### src/rtl/simple_io_pkg.sv
// ============================================================================
// Module   : simple_io_pkg
// Purpose  : Shared types and constants for the OUT-port serializer slice.
// Revision : 1.0 - initial release
// ============================================================================
`default_nettype none

package simple_io_pkg;

  localparam int WORD_W     = 16;
  localparam int FRAME_BITS = 18;

  typedef enum logic [1:0] {
    ST_IDLE  = 2'd0,
    ST_START = 2'd1,
    ST_DATA  = 2'd2,
    ST_STOP  = 2'd3
  } tx_state_e;

endpackage

`default_nettype wire

### src/rtl/out_fifo.sv
// ============================================================================
// Module   : out_fifo
// Purpose  : Synchronous word FIFO with occupancy count; head entry is
//            presented combinationally on rd_data.
// Revision : 1.0 - initial release
// ============================================================================
`default_nettype none

module out_fifo
  import simple_io_pkg::*;
#(
  parameter int DEPTH = 8
) (
  input  logic                     clock,
  input  logic                     reset,
  input  logic                     wr_en,
  input  logic [WORD_W-1:0]        wr_data,
  input  logic                     rd_en,
  output logic [WORD_W-1:0]        rd_data,
  output logic                     full,
  output logic                     empty,
  output logic [$clog2(DEPTH):0]   count
);

  localparam int PTR_W = $clog2(DEPTH);

  logic [WORD_W-1:0] mem_q [DEPTH];
  logic [PTR_W-1:0]  wr_ptr_q, wr_ptr_d;
  logic [PTR_W-1:0]  rd_ptr_q, rd_ptr_d;
  logic [PTR_W:0]    count_q, count_d;
  logic              do_wr, do_rd;

  assign full    = (count_q == (PTR_W+1)'(DEPTH));
  assign empty   = (count_q == '0);
  assign count   = count_q;
  assign rd_data = mem_q[rd_ptr_q];

  always_comb begin
    do_wr    = wr_en && !full;
    do_rd    = rd_en && !empty;
    wr_ptr_d = wr_ptr_q + PTR_W'(do_wr);
    rd_ptr_d = rd_ptr_q + PTR_W'(do_rd);
    count_d  = count_q + (PTR_W+1)'(do_wr) - (PTR_W+1)'(do_rd);
  end

  always_ff @(posedge clock) begin
    if (reset) begin
      wr_ptr_q <= '0;
      rd_ptr_q <= '0;
      count_q  <= '0;
    end else begin
      wr_ptr_q <= wr_ptr_d;
      rd_ptr_q <= rd_ptr_d;
      count_q  <= count_d;
    end
  end

  // Storage needs no reset: pointer reset alone discards stale contents.
  always_ff @(posedge clock) begin
    if (do_wr) begin
      mem_q[wr_ptr_q] <= wr_data;
    end
  end

endmodule

`default_nettype wire

### src/rtl/out_port_serializer.sv
// ============================================================================
// Module   : out_port_serializer
// Purpose  : Buffers 16-bit OUT words and shifts them LSB-first on a UART-style
//            line. Optional macro OUT_PORT_LAST_EN adds the last_value port.
// Revision : 1.0 - initial release
// ============================================================================
`default_nettype none

module out_port_serializer
  import simple_io_pkg::*;
#(
  parameter int DEPTH        = 8,
  parameter int CLKS_PER_BIT = 4
) (
  input  logic                     clock,
  input  logic                     reset,
  input  logic                     wr_en,
  input  logic [WORD_W-1:0]        wr_data,
  output logic                     full,
  output logic [$clog2(DEPTH):0]   count,
  output logic                     busy,
  output logic                     overflow,
`ifdef OUT_PORT_LAST_EN
  output logic [WORD_W-1:0]        last_value,
`endif
  output logic                     tx
);

  localparam int DATA_BITS = FRAME_BITS - 2;
  localparam int BAUD_W    = (CLKS_PER_BIT > 1) ? $clog2(CLKS_PER_BIT) : 1;
  localparam int BIT_W     = $clog2(DATA_BITS);
  localparam logic [BAUD_W-1:0] BAUD_LAST = BAUD_W'(CLKS_PER_BIT - 1);
  localparam logic [BIT_W-1:0]  BIT_LAST  = BIT_W'(DATA_BITS - 1);

  tx_state_e          state_q, state_d;
  logic [BAUD_W-1:0]  baud_q, baud_d;
  logic [BIT_W-1:0]   bit_q, bit_d;
  logic [WORD_W-1:0]  shift_q, shift_d;
  logic               tx_q, tx_d;
  logic               busy_q, busy_d;
  logic               overflow_q, overflow_d;
  logic               pop;
  logic               fifo_empty;
  logic [WORD_W-1:0]  fifo_rd_data;

  out_fifo #(
    .DEPTH (DEPTH)
  ) u_fifo (
    .clock   (clock),
    .reset   (reset),
    .wr_en   (wr_en),
    .wr_data (wr_data),
    .rd_en   (pop),
    .rd_data (fifo_rd_data),
    .full    (full),
    .empty   (fifo_empty),
    .count   (count)
  );

  always_comb begin
    state_d    = state_q;
    baud_d     = baud_q + BAUD_W'(1);
    bit_d      = bit_q;
    shift_d    = shift_q;
    pop        = 1'b0;
    overflow_d = overflow_q | (wr_en & full);
    case (state_q)
      ST_IDLE: begin
        baud_d = '0;
        if (!fifo_empty) begin
          pop     = 1'b1;
          shift_d = fifo_rd_data;
          bit_d   = '0;
          state_d = ST_START;
        end
      end
      ST_START: begin
        if (baud_q == BAUD_LAST) begin
          baud_d  = '0;
          state_d = ST_DATA;
        end
      end
      ST_DATA: begin
        if (baud_q == BAUD_LAST) begin
          baud_d = '0;
          if (bit_q == BIT_LAST) begin
            state_d = ST_STOP;
          end else begin
            shift_d = shift_q >> 1;
            bit_d   = bit_q + BIT_W'(1);
          end
        end
      end
      ST_STOP: begin
        if (baud_q == BAUD_LAST) begin
          baud_d  = '0;
          state_d = ST_IDLE;
        end
      end
      default: begin
        baud_d  = '0;
        state_d = ST_IDLE;
      end
    endcase

    // Line level is derived from next state so tx changes on the same edge.
    tx_d = 1'b1;
    if (state_d == ST_START) begin
      tx_d = 1'b0;
    end else if (state_d == ST_DATA) begin
      tx_d = shift_d[0];
    end
    busy_d = (state_d != ST_IDLE);
  end

  always_ff @(posedge clock) begin
    if (reset) begin
      state_q    <= ST_IDLE;
      baud_q     <= '0;
      bit_q      <= '0;
      shift_q    <= '0;
      tx_q       <= 1'b1;
      busy_q     <= 1'b0;
      overflow_q <= 1'b0;
    end else begin
      state_q    <= state_d;
      baud_q     <= baud_d;
      bit_q      <= bit_d;
      shift_q    <= shift_d;
      tx_q       <= tx_d;
      busy_q     <= busy_d;
      overflow_q <= overflow_d;
    end
  end

  assign tx       = tx_q;
  assign busy     = busy_q;
  assign overflow = overflow_q;

`ifdef OUT_PORT_LAST_EN
  logic [WORD_W-1:0] last_q, last_d;

  always_comb begin
    last_d = last_q;
    if (wr_en && !full) begin
      last_d = wr_data;
    end
  end

  always_ff @(posedge clock) begin
    if (reset) begin
      last_q <= '0;
    end else begin
      last_q <= last_d;
    end
  end

  assign last_value = last_q;
`endif

endmodule

`default_nettype wire

### config.mk
export PLATFORM = sky130hd
export DESIGN_NAME = out_port_serializer
export DESIGN_NICKNAME = d
export VERILOG_FILES = /design/src/rtl/simple_io_pkg.sv /design/src/rtl/out_fifo.sv /design/src/rtl/out_port_serializer.sv
export SDC_FILE = /design/constraint.sdc
export NUM_CORES = 1
export LEC_CHECK = 0
export CAP_MARGIN = 0
export CORE_ASPECT_RATIO = 0.6
export CORE_MARGIN = 8
export CORE_UTILIZATION = 54
export DETAILED_ROUTE_END_ITERATION = 10
export GPL_TIMING_DRIVEN = 0
export PLACE_DENSITY = 0.74
export SYNTH_ARGS = -nofsm -noshare
export SYNTH_HDL_FRONTEND = slang
export SYNTH_HIERARCHICAL = 1
export SYNTH_SLANG_ARGS = --single-unit
### constraint.sdc
create_clock -name clock -period 2.7 [get_ports clock]
set_clock_uncertainty 0.2 [all_clocks]
set_input_delay 0.405 -clock clock [delete_from_list [all_inputs] [get_ports clock]]
set_output_delay 0.405 -clock clock [all_outputs]
set_load 0.05 [all_outputs]
==> results of run 1 <==
==> cell usage after synthesis (2+ instances only) <==
master,n
sky130_fd_sc_hd__and2_1,13
sky130_fd_sc_hd__inv_1,7
sky130_fd_sc_hd__buf_2,4
sky130_fd_sc_hd__nand3_1,4
sky130_fd_sc_hd__mux4_1,28
sky130_fd_sc_hd__nor3_1,3
sky130_fd_sc_hd__dfxtp_1,37
sky130_fd_sc_hd__nor3_2,2
sky130_fd_sc_hd__mux2_2,17
sky130_fd_sc_hd__a21oi_1,7
sky130_fd_sc_hd__xnor2_1,3
sky130_fd_sc_hd__clkbuf_1,4
sky130_fd_sc_hd__nand2b_1,4
sky130_fd_sc_hd__edfxtp_1,128
sky130_fd_sc_hd__nand4_1,3
sky130_fd_sc_hd__a221o_1,13
sky130_fd_sc_hd__a22o_1,2
sky130_fd_sc_hd__ha_1,12
sky130_fd_sc_hd__xor2_1,2
sky130_fd_sc_hd__mux4_2,4
sky130_fd_sc_hd__nor2b_1,9
sky130_fd_sc_hd__buf_6,6
sky130_fd_sc_hd__nor2_1,16
sky130_fd_sc_hd__nand2_1,5
sky130_fd_sc_hd__a22oi_1,2
==> report_power, final <==
group / internal (mW) / switching [mW]
Combinational: 0.695 / 0.765
Sequential: 3.01 / 0.135
Clock: 1.49 / 0.966
==> critical path: stages (launching register included) <==
cell                      delay [ns]
sky130_fd_sc_hd__dfxtp_2        0.32
sky130_fd_sc_hd__inv_1          0.10
sky130_fd_sc_hd__ha_1           0.14
sky130_fd_sc_hd__or3b_2         0.49
sky130_fd_sc_hd__nand2_1        0.13
sky130_fd_sc_hd__ha_1           0.23
sky130_fd_sc_hd__inv_1          0.06
sky130_fd_sc_hd__ha_1           0.17
sky130_fd_sc_hd__fa_1           0.41
sky130_fd_sc_hd__nor2b_1        0.13
==> through the flow <==
stage / cell area (um^2) / std cells / hold slack, ns
floorplan: 6720 / 364 / 0.207
finish: 7940 / 595 / 0.260
detailed placement: 7300 / 561 / 0.252
global placement: 7180 / 555 / 0.218
global route: 7940 / 595 / 0.285
CTS: 7940 / 595 / 0.262
==> worst paths after layout <==
kind	endpoint	slack (ns)	from	depth (start not counted)
hold reg to reg	baud_q[0]	0.26	baud_q[0]	1
hold / removal	baud_q[0]	0.26	baud_q[0]	1
setup reg to reg	u_fifo/count[1]	0.20	u_fifo/count[2]	9
setup / recovery	u_fifo/count[1]	0.20	u_fifo/count[2]	9
==> routing by layer <==
| metal | up-vias | GRT usage [%] | part of all wire (%) |
|---|---|---|---|
| met1 | 1715 | 21.0 | 45 |
| li1 | 1583 | - | - |
| met2 | 88 | 25.9 | 47 |
| met5 | - | 0 | 0 |
| met3 | 4 | 4.79 | 7.6 |
| met4 | 0 | 5.43 | 0.38 |
==> registers in the layout (all words and copies together) (netlist names) <==
register / count
state_q: 2
u_fifo/rd_ptr_q: 3
u_fifo/wr_ptr_q: 3
u_fifo/count: 4
shift_q: 16
overflow: 1
bit_q: 4
busy: 1
tx: 1
u_fifo/mem_q: 128
baud_q: 2
==> cell type report <==
type | instances | area [um^2]
plain buffers | 18 | 134
clock buffers | 18 | 439
clock inverters | 14 | 171
fillers | 806 | 4160
inverters | 7 | 26.3
multi-input cells | 174 | 2020
flip-flops and latches | 165 | 4590
well taps | 165 | 206
repair buffers | 34 | 360
==> logic make-up (layout without fill, tap and decap cells) <==
logic type,Yosys count,count (layout),share of synthesized area [%]
AO/OA/AOI/OAI,30,30,3.68
XOR/XNOR,5,5,0.654
adder cells (fa/ha/maj),13,13,2.54
buffers and inverters,25,91,2.39
flip-flops,165,165,68.4
multiplexers,50,50,15.3
AND/OR/NAND/NOR,76,76,6.98
==> layout by cell type (no fill, tap or decap), types with 4 or more instances in the layout <==
cell                              instances
sky130_fd_sc_hd__edfxtp_1               128
sky130_fd_sc_hd__dfxtp_1                 35
sky130_fd_sc_hd__mux4_1                  28
sky130_fd_sc_hd__clkdlybuf4s50_1         25
sky130_fd_sc_hd__mux2_2                  17
sky130_fd_sc_hd__clkbuf_16               17
sky130_fd_sc_hd__and2_1                  13
sky130_fd_sc_hd__a221o_1                 13
sky130_fd_sc_hd__ha_1                    12
sky130_fd_sc_hd__nor2_1                  10
sky130_fd_sc_hd__nor2b_1                  8
sky130_fd_sc_hd__buf_8                    7
sky130_fd_sc_hd__a21oi_1                  7
sky130_fd_sc_hd__inv_1                    7
sky130_fd_sc_hd__buf_6                    6
sky130_fd_sc_hd__nor2_2                   6
sky130_fd_sc_hd__nand2_1                  5
sky130_fd_sc_hd__buf_2                    4
sky130_fd_sc_hd__nand3_1                  4
sky130_fd_sc_hd__clkbuf_1                 4
sky130_fd_sc_hd__nand2b_1                 4
sky130_fd_sc_hd__inv_6                    4
sky130_fd_sc_hd__mux4_2                   4
==> timing repair <==
item | 4_1_cts | 5_1_grt
cloned | 0 | 0
endpoints found under the hold margin | 0 | 0
setup endpoints to repair | 3 | 4
resized for setup | 4 | 3
buffers inserted | 2 | 0
pin swaps | 0 | 0
==> impl_results.md, run 1 <==
- Status: finished clean
- Yosys Warn Count: 6
- Slew @ Worst Pin: a little over 1 ns
- Number of global-route vias before repair: about 3,500
- Average cell area after synthesis: approximately 18 um^2
- Total of flip-flops plus latches after synthesis: 165
- Unrepaired setup endpoints after global routing: false
- Routability congestion estimate: roughly 0.76
- Die H: about 100 um
- Initial antenna violation count: 1
- Remaining Overflow, GRT: 0
- CTS buffer count: 17
- Layout Utilization: between 60 and 70%
- Slew Limit Headroom: between 30% and 40%
- Number of core rows: 31
- Vias/cell: ~5.7
- Number of vias in the routed layout: 3,390
- Maximum clock path buffer count: 2
- TritonCTS sink count: ~170
- Number of synthesized flops with an enable pin: 128
- Kind of critical path: flip-flop to flip-flop
- Leak: 2.71 nW
- Share of the clock period used by the worst path: 92.7%
- Cell type with the largest total area after synthesis: sky130_fd_sc_hd__edfxtp_1
- Global-route wire length before repair: 19,500 um
- Pre-CTS setup slack: -0.153 ns
- DPL Wire Length: between 8000 and 9000 um
- VDD IR-drop max: ~0.45 mV
- Area of the core: roughly 12,000 um^2
- Clk_lat worst skew: between 0.4 and 0.5 ns
- Effective utilization at floorplan: roughly 55%
- Syn Inst Count: approximately 360
- Data required time of the worst path: around 2.8 ns
- Final hold violations: 0
- Worst-path maximum fanout: 4
- Pwr per Cell Area: slightly below 900 nW/um^2
- Die Outline Area: about 16,000 um^2
- Synth-to-layout area growth: 18.5%
- DRC violation count after routing: 0
- Post-Synthesis Net Count: a little under 400
- Cell types with the largest area share after synthesis: sky130_fd_sc_hd__edfxtp_1 57%, sky130_fd_sc_hd__dfxtp_1 11%, sky130_fd_sc_hd__mux4_1 11%
- Proportion of synthesized flip-flops having asynchronous set or reset: 0%
- Count of antenna diodes in the layout: 0
- Clk Tree Root Cell: sky130_fd_sc_hd__clkbuf_16
- Antenna violation net count after detailed routing: 0
- Clock tree from TritonCTS: built
- Smallest setup slack after layout: between 0.15 and 0.2 ns
- Number of top-level pins: 27
- Horizontal die dimension: ~160 um
- Total iterations of the first detailed-routing run: 4
- Tot Pwr: 7.06 mW
- DRT iter0 DRCs: roughly 300
- Accumulated negative setup slack: 0 ns
- Maximum number of pins on one net before global-route repair: 17
- Share of the synthesized area in the top cell type: a little under three fifths
- Setup-failing EPs final: 0
- Clock-pin transition on the worst setup and hold timing paths: around 0.070 ns
- Number of distinct standard cells referenced by the synthesized netlist: 54
- Worst Path Arrival: ~2.6 ns
- Critical path endpoint category: flip-flop
- Average detailed-routed wire length per instance: ~21 um
- Sequential fraction of the synthesis area: 68.4%
- Detailed Route WL: 12,600 um
- Startpoint type of the worst setup path: flip-flop
- Number of H-tree branching levels: 4
- Total standard cell area after synthesis: 6700 um^2
- Class of the worst hold path: flip-flop to flip-flop
- Net count of the finished layout: approximately 450
- Number of buffers inserted by hold repair at cts: 0
- Share of cells above drive strength 1: approximately 23%
- Max Clock Freq: approximately 0.4 GHz
- Max_cap viols: 0
- Tot GR Track Use: about 16%
- Tmin final: approximately 2.5 ns
- Final max-slew violation count: 0
- Primary flip-flop cell chosen by synthesis mapping: sky130_fd_sc_hd__edfxtp_1
- Count of input and output buffers: 26
No activity file was read; power rests on OpenSTA's default activity.
==> run 2, diff against run 1 <==
--- a/config.mk
+++ b/config.mk
@@ -8,10 +8,10 @@
 export CAP_MARGIN = 0
 export CORE_ASPECT_RATIO = 0.6
 export CORE_MARGIN = 8
-export CORE_UTILIZATION = 54
+export CORE_UTILIZATION = 55
 export DETAILED_ROUTE_END_ITERATION = 10
 export GPL_TIMING_DRIVEN = 0
-export PLACE_DENSITY = 0.74
+export PLACE_DENSITY = 0.72
 export SYNTH_ARGS = -nofsm -noshare
 export SYNTH_HDL_FRONTEND = slang
 export SYNTH_HIERARCHICAL = 1
==> constraint.sdc (replaced) <==
create_clock -name clock -period 2.6 [get_ports clock]
set_clock_uncertainty 0.2 [all_clocks]
set_input_delay 0.39 -clock clock [delete_from_list [all_inputs] [get_ports clock]]
set_output_delay 0.39 -clock clock [all_outputs]
set_load 0.05 [all_outputs]
==> run 2 against run 1 <==
  * Routed wire length is 1.2% higher
  * Non-clock buffer count grew 4
  * Final area is 1.1% higher
  * First-iteration DRC count down 39%
  * Combinational power grew 13%
  * Cell count rose by 0.67%
  * Via count increased by 2.0%
  * Power grew 5.2%
==> impl_results.md, run 2 (same netlist as run 1, synthesis figures left out) <==
- Status: finished clean
- Detailed Route WL: 12,800 um (+1.2%)
- Global-route wire length before repair: 19,700 um (+1.3%)
- Clock-pin transition on the worst setup and hold timing paths: 0.07 ns (about the same)
- Die H: 101 um (-0.77%)
- Critical path endpoint category: flip-flop
- Filler Cells Inserted: 793 (-1.6%)
- Register name with the most flops: u_fifo/mem_q
- Total non-filler cell area in the finished layout: 8030 um^2 (+1.1%)
- Cell Area, Placed: 7350 um^2 (+0.67%)
- Met2 global-route usage: 26.3% (+0.32 points)
- Smallest setup slack after layout: 0.105 ns (-0.0935 ns)
- Top flop regs: u_fifo/mem_q x128, shift_q x16
- Share of cells above drive strength 1: 24.4% (+1.6 points)
- Class of the worst hold path: flip-flop to flip-flop
- Max_cap viols: 0 (unchanged)
- Number of global-route vias before repair: 3,465 (-0.92%)
- Number of vias in the routed layout: 3,459 (+2.0%)
- Setup-failing EPs final: 0 (unchanged)
- Share of the clock period used by the worst path: 96.0% (+3.3 points)
- Worst flop-to-flop path endpoint: u_fifo/count[1]
- Count of antenna diodes in the layout: 0 (unchanged)
- Minimum setup slack among reg-to-reg paths: 0.10 ns (-0.09 ns)
- DRT iter0 DRCs: 183 (-39%)
- End point of the most critical hold path: baud_q[0]
- Accumulated negative setup slack: 0 ns (unchanged)
- Antenna violation net count after detailed routing: 0 (unchanged)
- Flip-flop count of the largest register after layout: 128 (unchanged)
- Slew Limit Headroom: 34.8% (+3.3 points)
- Count of input and output buffers: 26 (unchanged)
- Met3 track demand over resource in global routing: 5.07% (+0.28 points)
- Maximum clock path buffer count: 2 (unchanged)
- Number of top-level pins: 27 (unchanged)
- Clock tree from TritonCTS: built
- Remaining Overflow, GRT: 0 (unchanged)
- Leak: 2.74 nW (+1.2%)
- Total iterations of the first detailed-routing run: 4 (unchanged)
- TritonCTS sink count: 165 (unchanged)
- Initial antenna violation count: 0 (-1)
- VDD IR-drop max: 0.454 mV (about the same)
- Horizontal die dimension: 158 um (-0.82%)
- Data required time of the worst path: 2.68 ns (-0.11 ns)
- Area of the core: 12,000 um^2 (-0.96%)
- Kind of critical path: flip-flop to flip-flop
- DPL Wire Length: 8480 um (+4.8%)
- Clk Tree Root Cell: sky130_fd_sc_hd__clkbuf_16
- Max Clock Freq: 0.401 GHz (+0.26%)
- Worst Path Arrival: 2.58 ns (about the same)
- CTS buffer count: 17 (unchanged)
- Pre-CTS setup slack: -0.128 ns (+0.0250 ns)
- Tmin final: 2.50 ns (-0.00654 ns)
- Startpoint type of the worst setup path: flip-flop
- Average detailed-routed wire length per instance: 21.4 um (+0.56%)
- Number of H-tree branching levels: 4 (unchanged)
- Final hold violations: 0 (unchanged)
- Synth-to-layout area growth: 19.8%
- Worst min-delay path startpoint: baud_q[0]
- Pwr per Cell Area: 925 nW/um^2 (+4.1%)
- DRC violation count after routing: 0 (unchanged)
- Routability congestion estimate: 0.737 (-3.3%)
- Maximum number of pins on one net before global-route repair: 17 (unchanged)
- Global-route track usage on met1: 23.5% (+2.5 points)
- Cells on worst reg2reg path: 10 (+1)
- Tot Pwr: 7.42 mW (+5.2%)
- Number of stages on the worst hold path: 1 (unchanged)
- Worst-path maximum fanout: 3 (-1)
- Worst hold slack: 0.233 ns (-0.0269 ns)
- Net count of the finished layout: 453 (+0.89%)
- Vias/cell: 5.77 (+1.4%)
- Final max-slew violation count: 0 (unchanged)
- Tot GR Track Use: 17.3% (+1.2 points)
- Effective utilization at floorplan: 55.9% (+0.54 points)
- Most Used Layer, Global Route: met2
- Die Outline Area: 16,100 um^2 (-1.6%)
- Clk_lat worst skew: 0.42 ns (about the same)
- Most common cell after layout, fill and taps aside: sky130_fd_sc_hd__edfxtp_1
- Startpoint of the worst register-to-register path: u_fifo/count[2]
- Commonest cells after routing, fill and taps aside: 128 x sky130_fd_sc_hd__edfxtp_1, 35 x sky130_fd_sc_hd__dfxtp_1, 28 x sky130_fd_sc_hd__mux4_1
- Number of core rows: 31 (unchanged)
- Slew @ Worst Pin: 0.975 ns (-0.0488 ns)
[run 2: cell count changes in the layout (fill, tap and decap cells not counted), sizes merged]
cell	previous run	this run
buf	21	25
bufinv	3	2
clkbuf	24	23
clkdlybuf4s15	0	1
clkinv	4	5
clkinvlp	3	1
inv	11	13
[run 2: how the worst max path moves through the flow]
| stage | from | to |
|---|---|---|
| 4_1_cts | u_fifo/count[2] | full |
| 2_1_floorplan | u_fifo/count[3] | u_fifo/count[1] |
| 3_5_place_dp | u_fifo/count[2] | u_fifo/count[1] |
| 6_report | u_fifo/count[2] | u_fifo/count[1] |
| 3_3_place_gp | wr_en | u_fifo/mem_q[6][6] |
| 5_1_grt | u_fifo/count[2] | u_fifo/count[1] |
[run 2: critical path, stage by stage (launching register included)]
cell and delay, ns:
sky130_fd_sc_hd__dfxtp_4 0.35, sky130_fd_sc_hd__inv_2 0.05, sky130_fd_sc_hd__ha_2 0.17, sky130_fd_sc_hd__nor3b_4 0.15, sky130_fd_sc_hd__nor3_4 0.21, sky130_fd_sc_hd__nor2b_4 0.24, sky130_fd_sc_hd__ha_4 0.22, sky130_fd_sc_hd__inv_1 0.06
sky130_fd_sc_hd__ha_2 0.18, sky130_fd_sc_hd__fa_1 0.40, sky130_fd_sc_hd__nor2b_1 0.14
[run 2: report_power, final]
part           internal, mW  switching (mW)  total, mW
Combinational         0.808           0.846       1.65
Clock                  1.47            1.04       2.51
Sequential             3.12           0.139       3.26
[run 2: area by class of cell]
cell class                 instances  area [um^2]  area share [%]
multi-input combinational        174         2040            25.4
tap                              165          206            2.57
clock inverter                    14          164            2.04
timing repair buffer              38          429            5.35
clock buffer                      18          439            5.47
inverter                           7         26.3           0.327
sequential                       165         4590            57.2
buffer                            18          134            1.67
[run 2: repair_timing]
action                                 CTS  global route
endpoints found under the hold margin    0             0
hold buffers                             0             0
buffers inserted                         2             3
setup endpoints to repair                4             6
gates resized for setup                  5             6
pin swaps                                0             1
[run 2: stage by stage]
stage,instances,utilization [%]
3_3_place_gp,555,60.0
4_1_cts,596,66.6
2_1_floorplan,364,-
3_5_place_dp,562,61.3
5_1_grt,599,67.0
6_report,599,67.0
[run 2: layer usage]
layer	up-vias	share of wire, %	wire length (um)
li1	1597	-	-
met1	1764	46	5940
met2	92	47	6000
met3	6	6.0	774
met4	0	0.63	80
met5	-	0	0
